**src/rtl/irq_sequencer.sv**
```systemverilog
// irq_sequencer
//   Consumes the interrupt controller's level request, waits for an
//   instruction boundary, redirects fetch to VECTOR and pushes the return
//   PC and flags onto a small hardware stack. On return-from-interrupt the
//   frame is popped and one interrupted instruction is guaranteed to run
//   before the next entry.
//
//   Optional feature: define IRQ_NESTING_EN to allow nested entries from
//   HANDLER up to NEST_DEPTH frames. Without it the stack is one frame deep.
//
// Parameters
//   VECTOR      handler entry address
//   NEST_DEPTH  save-stack depth (1..3), only meaningful with nesting
//
// Ports
//   clk, reset          clock; synchronous active-high reset
//   irq                 level request from the interrupt controller
//   boundary            core is at an instruction boundary, pc_next valid
//   pc_next, flags_in   return address / flags captured on entry
//   rti                 return-from-interrupt retire pulse
//   ie_set, ie_clr      EI / DI pulses
//   take                comb: fetch from vector_pc next (entry)
//   ret                 comb: fetch from vector_pc next and load flags_out
//   vector_pc           restored PC while ret, else VECTOR
//   flags_out           restored flags while ret, else 0
//   ie                  registered global interrupt enable
//   depth               current nesting level
module irq_sequencer #(
  parameter logic [15:0] VECTOR     = 16'h0004,
  parameter int unsigned NEST_DEPTH = 2
) (
  input  logic        clk,
  input  logic        reset,
  input  logic        irq,
  input  logic        boundary,
  input  logic [15:0] pc_next,
  input  logic [3:0]  flags_in,
  input  logic        rti,
  input  logic        ie_set,
  input  logic        ie_clr,
  output logic        take,
  output logic        ret,
  output logic [15:0] vector_pc,
  output logic [3:0]  flags_out,
  output logic        ie,
  output logic [1:0]  depth
);

`ifdef IRQ_NESTING_EN
  localparam bit NEST_EN = 1'b1;
`else
  localparam bit NEST_EN = 1'b0;
`endif

  // Frame limit: one frame when nesting is compiled out.
  localparam logic [1:0] NEST_LIMIT = NEST_EN ? NEST_DEPTH[1:0] : 2'd1;

  typedef enum logic [1:0] {
    IDLE,
    PEND,
    HANDLER,
    GUARD
  } state_t;

  state_t      state, state_next;
  logic [19:0] stack [4];
  logic [1:0]  top_idx;
  logic [19:0] top_frame;

  assign top_idx   = depth - 2'd1;
  assign top_frame = stack[top_idx];

  always_comb begin
    state_next = state;
    take       = 1'b0;
    ret        = 1'b0;
    vector_pc  = VECTOR;
    flags_out  = '0;
    case (state)
      IDLE: begin
        if (irq && ie) state_next = PEND;
      end
      PEND: begin
        if (!(irq && ie)) begin
          state_next = IDLE;
        end else if (boundary) begin
          take       = 1'b1;
          state_next = HANDLER;
        end
      end
      HANDLER: begin
        // rti has priority over a coincident boundary.
        if (rti && depth != 2'd0) begin
          ret        = 1'b1;
          vector_pc  = top_frame[19:4];
          flags_out  = top_frame[3:0];
          state_next = (depth == 2'd1) ? GUARD : HANDLER;
        end else if (NEST_EN && boundary && irq && ie && depth < NEST_LIMIT) begin
          take = 1'b1;
        end
      end
      GUARD: begin
        // First boundary after the final return is consumed without a take.
        if (boundary) state_next = (irq && ie) ? PEND : IDLE;
      end
      default: state_next = IDLE;
    endcase
  end

  always_ff @(posedge clk) begin
    if (reset) begin
      state <= IDLE;
      ie    <= 1'b0;
      depth <= '0;
      for (int unsigned i = 0; i < 4; i++) stack[i] <= '0;
    end else begin
      state <= state_next;
      if (take) begin
        stack[depth] <= {pc_next, flags_in};
        depth        <= depth + 2'd1;
        ie           <= 1'b0;
      end else if (ret) begin
        depth <= depth - 2'd1;
        ie    <= 1'b1;
      end else if (ie_clr) begin
        ie <= 1'b0;
      end else if (ie_set) begin
        ie <= 1'b1;
      end
    end
  end

endmodule

```
**config.mk**
```make
export PLATFORM = sky130hd
export DESIGN_NAME = irq_sequencer
export DESIGN_NICKNAME = d
export VERILOG_FILES = /design/src/rtl/irq_sequencer.sv
export SDC_FILE = /design/constraint.sdc
export NUM_CORES = 1
export LEC_CHECK = 0
export BUFFER_PORTS_ARGS = -buffer_cell sky130_fd_sc_hd__buf_4
export CAP_MARGIN = 30
export CORE_MARGIN = 8
export CORE_UTILIZATION = 40
export DETAILED_ROUTE_END_ITERATION = 7
export GPL_ROUTABILITY_DRIVEN = 0
export GPL_TIMING_DRIVEN = 0
export HOLD_SLACK_MARGIN = 0.15
export PLACE_DENSITY = 0.61
export SLEW_MARGIN = 20
export SYNTH_ARGS = -nofsm -noshare
export SYNTH_HDL_FRONTEND = slang
export SYNTH_SLANG_ARGS = --single-unit
```
**constraint.sdc**
```tcl
create_clock -name clk -period 3.6 [get_ports clk]
set_clock_uncertainty 0.2 [all_clocks]
set_input_delay 0.36 -clock clk [delete_from_list [all_inputs] [get_ports clk]]
set_output_delay 0.36 -clock clk [all_outputs]
set_load 0.02 [all_outputs]
```
* Yosys cells after proc, flatten, opt, wreduce, memory -nomap -nowiden *
Memory sizes are Yosys's and may differ from the RTL's.
Cells that the tools add are included.

word-level totals
  word-level logic and storage cells = 53
  input port bits = 27
  register bits after elaboration = 5
  memories = 1
  output and inout port bits = 25
  bits in writable memories = 80

memory list
  name   depth  width  rd ports  clocked after Yosys merged registers in  write ports  line  RTL
  stack  4      20     1         0                                        4            66    logic [19:0] stack [4];

cells by class
  equal/unequal tests = 8
  muxes and demuxes = 30
  reductions and logical operators = 9
  add/sub/neg operators = 2

operators with widths
  kind                                                                    number
  16-bit 2-to-1 mux                                                       2
  20-bit 2-to-1 mux                                                       1
  20-bit OR reduction                                                     1
  1-bit 2-to-1 mux                                                        16
  2-bit 2-to-1 mux                                                        8
  4-bit 2-to-1 mux                                                        2
  2-bit case mux with 4 select lines                                      1
  2-bit != test (second input constant)                                   3
  2-bit by 1-bit equality test with 1-bit output (second input constant)  2
  2-bit equality test (second input constant)                             2
  4-bit AND reduction                                                     1
  2-bit nonzero test                                                      2
  3-bit != test (second input constant)                                   1
  3-bit nonzero test                                                      1
  2-bit by 1-bit adder with 2-bit output (second input constant)          1
  1-bit logical AND                                                       2
  2-bit logical NOT                                                       1
  2-bit OR reduction                                                      1
  2-bit by 1-bit subtractor with 2-bit output (second input constant)     1

* Longest topological paths before layout *
  word-level depth = 8
  gate-level depth with buffers = 8
  depth with buffers taken out = 5

* Least setup slack after synthesis *
No wires, ideal clock.

  path type = register -> output
  start = reg depth[0]
  end = out flags_out[0]
  buffers on the path = 3
  setup slack = 1.113 ns
  arrival = 1.927 ns
  stages on the path, launching flop included = 8
  data required time = 3.040 ns
  path through = dfxtp_1 -> buf_6 -> buf_8 -> inv_1 -> ha_1 -> nand4bb_1 -> clkbuf_1 -> nor2b_1

between the ends
  longest elaborated chain between the ends = 4
  elaborated cells between the ends (all ways) = 6
  those cells by class = 1 x add/sub; 2 x mux; 2 x reduce/logical; 1 x memory

RTL lines
  what                                                                                      line    RTL
  start, declared                                                                           46      output logic [1:0] depth
  start signal, assigned                                                                    120     depth <= depth + 2'd1;
  start signal, assigned                                                                    123     depth <= depth - 2'd1;
  2-bit by 1-bit subtractor with 2-bit output / 2-bit nonzero test (equally long branches)  70, 93
  memory 4 x 20 bit / 1-bit logical AND (equally long branches)                             --
  4-bit 2-to-1 mux *                                                                        93      if (rti && depth != 2'd0) begin
  4-bit 2-to-1 mux *                                                                        79      case (state)
  end, declared                                                                             44      output logic [3:0] flags_out,

Mark *: on every way between the ends. The rest lies on a longest branch, timed or not.

* Worst setup path in the final report *
  start = reg depth[0]
  end = out vector_pc[2]

between the ends
  longest elaborated chain between the ends = 4
  elaborated cells between the ends (all ways) = 6
  those cells by class = 1 x add/sub; 2 x mux; 2 x reduce/logical; 1 x memory

RTL lines
  what                                                                                      line    RTL
  2-bit by 1-bit subtractor with 2-bit output / 2-bit nonzero test (equally long branches)  70, 93
  memory 4 x 20 bit / 1-bit logical AND (equally long branches)                             --
  16-bit 2-to-1 mux *                                                                       93
  16-bit 2-to-1 mux *                                                                       79
  end, declared                                                                             43      output logic [15:0] vector_pc,

Marks and branches as above.

==> summary.md <==
| Metric | Value |
|---|---|
| Detailed placer's ending HPWL | 5360 um |
| Detailed Routing Iterations Pass 1 | 4 |
| Period utilization | 89.6% |
| Final setup violation count | 0 |
| End of the critical path | vector_pc[2] |
| Hold/Removal Path Class | in -> reg |
| Max frequency | 0.310 GHz |
| Clock root buffer master | sky130_fd_sc_hd__clkbuf_8 |
| Top_reg_cell synth | sky130_fd_sc_hd__edfxtp_1 |
| Core Area | 0.00977 mm2 |
| Multiplexer share of the synthesized area | 11.6% |
| Combinational family with the most area after synthesis | simple AND/OR/NAND/NOR gates |
| Combined area of the multi-input logic cells | 0.00138 mm2 |
| Number of sinks on the clock net | 85 |
| Vertical die dimension | 116 um |
| Static power due to leakage | 0.00189 uW |
| Synth Net Count | 289 |
| Routed length per instance | 17.4 um |
| Crit start category | register |
| Category of the critical setup timing path | reg -> out |
| I/O Pins | 52 |
| Delay of the slowest cell on the worst path | 0.40 ns |
| Count of unique library cells instantiated by Yosys | 38 |
| Layout fillers | 841 |
| Max stage delay cell, worst path | sky130_fd_sc_hd__nand4bb_1 |
| Total count of max-transition violations in the final report | 0 |
| Start point of the critical path | depth[0] |
| Detailed-route vias per instance | 4.73 |
| Register area | 0.00250 mm2 |
| Xor and xnor fraction of the mapped netlist area | 0% |
| Depth of the CTS H-tree | 3 |
| N_diodes | 0 |
| Average size of a mapped cell | 15.4 um2 |
| Initial antenna violation count | 0 |
| CTS clk-pin slew, worst paths | 0.08 ns |
| Critical Path Fanout Max | 10 |
| Setup TNS Final | 0 ns |
| Most common cell after layout, fill and taps aside | sky130_fd_sc_hd__and2_1 |
| Input/output buffers | 51 |
| Slack of the worst reg-to-reg path | 1.24 ns |
| Overall die area | 0.0135 mm2 |
| Count of yosys warnings during synthesis | 0 |
| Longest Clk Path Bufs | 2 |
| Number of buffers and inverters on the critical path | 5 |
| Placed Instance Area | 0.00456 mm2 |
| Family with the most delay on the worst path | buffers and inverters |
| Share of the synthesized area in compound gates (AO/OA/AOI/OAI) | 1.75% |
| Number of DRC markers in iteration 0 | 117 |
| Total grt overflow | 0 |
| Share of synthesized registers carrying an async set or reset | 0% |
| Routed vias | 2,287 |
| RSZ-0062 raised after global routing | false |
| Fraction of the yosys area taken by sequential cells | 62.4% |
| Clock period minus worst slack | 3.22 ns |
| Post-cts gate resize count | 0 |
| Worst EP arrival | 2.66 ns |
| Setup crit end kind | output port |
| Measured slew at the worst slew-check pin | 0.631 ns |
| Cts bufs inserted | 9 |
| Launch instance of the worst register-to-register path | depth[0] |
| Worst supply voltage drop on vdd | 0.236 mV |
| Detailed-route DRC error count | 0 |
| Remaining antenna violation count after routing | 0 |
| CTS tree | built |
| Number of flops mapped to enable cells by yosys | 80 |
| Combined area of all synthesized cells | 0.00401 mm2 |
| Destination of the worst register-to-register timing path | ie |
| Wire length of the first global-routing pass | 13,000 um |
| Sequence of cells on the critical path | buf_6 > buf_8 > inv_1 > ha_1 > nand4bb_1 > clkbuf_1 > or2_1 > buf_4 |
| Rows | 36 |
| Maximum number of pins on one net before global-route repair | 21 |
| Gate Count Post-Synth | 260 |
| Power Dens Cells | 360 mW/mm2 |
| Hold path startpoint | boundary |
| Clock latency on the worst-skew pair | 0.34 ns |
| Crit path required time | 3.04 ns |
| Commonest non-fill, non-tap cells in the layout | 81 x sky130_fd_sc_hd__and2_1, 80 x sky130_fd_sc_hd__edfxtp_1, 52 x sky130_fd_sc_hd__buf_4 |
| Vias in the first global route | 2,474 |
| Final non-filler cell area | 0.00495 mm2 |
| Endpoints failing hold | 0 |
| Area Growth Syn to Fin | 23.4% |
| Max-cap violations | 0 |
| CP Depth | 8 |
| Status | completed |
| R2R cell count | 7 |
| Overall routed net length | 8400 um |
| Final nets | 374 |
| Slew HR | 57.9% |
| Share of post-route cells with drive strength above 1 | 30.9% |
| Final Non-Filler Cells | 483 |
| Effective utilization at floorplan | 41.1% |
| Floorplan die width | 116 um |
| Register bit count reported by yosys | 85 |
| Synthesized-area fraction occupied by adder cells | 0.624% |
| Global-route usage over all layers | 13.3% |
| Synth Area in Simple Gates | 20.5% |
| Number of instances in the placed design | 444 |
## worst min path at each step
stage,end,slack (ns),depth (start not counted)
finish,depth[1],0.23,4
global route,depth[1],0.22,4
CTS,depth[1],0.21,4
detailed placement,register,0.31,2
global placement,register,0.29,2
floorplan,register,0.27,2
## state kept, by name (all words and copies together), names as in the netlist, named ones only
signal and cells:
depth 2, ie 1, stack 80, state 1
## Yosys cell counts (2+ instances only)
cell type | count | share of area, %
sky130_fd_sc_hd__buf_2 | 8 | 1.0
sky130_fd_sc_hd__a21oi_1 | 2 | 0.25
sky130_fd_sc_hd__and2_1 | 81 | 13
sky130_fd_sc_hd__ha_1 | 2 | 0.62
sky130_fd_sc_hd__nor2_1 | 3 | 0.28
sky130_fd_sc_hd__inv_1 | 4 | 0.37
sky130_fd_sc_hd__nor2b_1 | 19 | 3.0
sky130_fd_sc_hd__dfxtp_1 | 5 | 2.5
sky130_fd_sc_hd__o21ai_0 | 2 | 0.25
sky130_fd_sc_hd__clkbuf_1 | 2 | 0.19
sky130_fd_sc_hd__nor4_4 | 2 | 1.1
sky130_fd_sc_hd__nand2b_1 | 2 | 0.31
sky130_fd_sc_hd__or2_2 | 4 | 0.62
sky130_fd_sc_hd__clkbuf_2 | 2 | 0.25
sky130_fd_sc_hd__mux4_2 | 19 | 11
sky130_fd_sc_hd__edfxtp_1 | 80 | 60
sky130_fd_sc_hd__nand2_1 | 2 | 0.19
## worst register-to-register path: cells and delay by family, from the launching register on
family / cells / cell delay [ns]
buf+inv: 4 / 0.83
flops: 1 / 0.38
compound gates: 1 / 0.27
simple gates: 1 / 0.40
fa+ha+maj: 1 / 0.20
## area by class of cell
| type | count | share of cell area (%) |
|---|---|---|
| Clock buffer | 12 | 2.73 |
| Multi-Input combinational cell | 155 | 27.9 |
| Tap cell | 133 | 3.36 |
| Sequential cell | 85 | 50.5 |
| Timing Repair Buffer | 74 | 12.4 |
| Inverter | 4 | 0.303 |
| Clock inverter | 4 | 0.505 |
| Buffer | 16 | 2.25 |
## routing by layer
layer	track usage (%)	wire length [um]
met1	14.3	3480
met2	24.4	4520
met3	4.19	324
met4	4.06	81
met5	0	0
## report_power, final
group | switching, uW | internal [uW]
combinational | 44.5 | 51.8
clock | 325 | 249
sequential | 8.06 | 1110
total | 378 | 1410
## metrics by stage
stage                     utilization (%)  hold slack [ns]  setup WS, ns  power [uW]
after floorplan                         -            0.267          1.11        1170
after global placement               46.7            0.293         0.677        1210
after detailed placement             46.7            0.307         0.667        1220
after CTS                            50.7            0.215         0.282        1800
after global routing                 50.7            0.218         0.187        1850
final                                50.7            0.226         0.375        1790
## cell families (layout without fill, tap and decap cells)
| family | Yosys count | after routing |
|---|---|---|
| AO/OA/AOI/OAI | 10 | 10 |
| adder cells (fa/ha/maj) | 2 | 2 |
| buffers and inverters | 20 | 110 |
| flip-flops | 85 | 85 |
| multiplexers | 21 | 21 |
| AND/OR/NAND/NOR | 122 | 122 |
## timing repair
action | CTS | global route
buffers inserted | 0 | 0
endpoints found under the hold margin | 82 | 0
hold buffers | 23 | 0
Power figures use the tool's default switching activity.
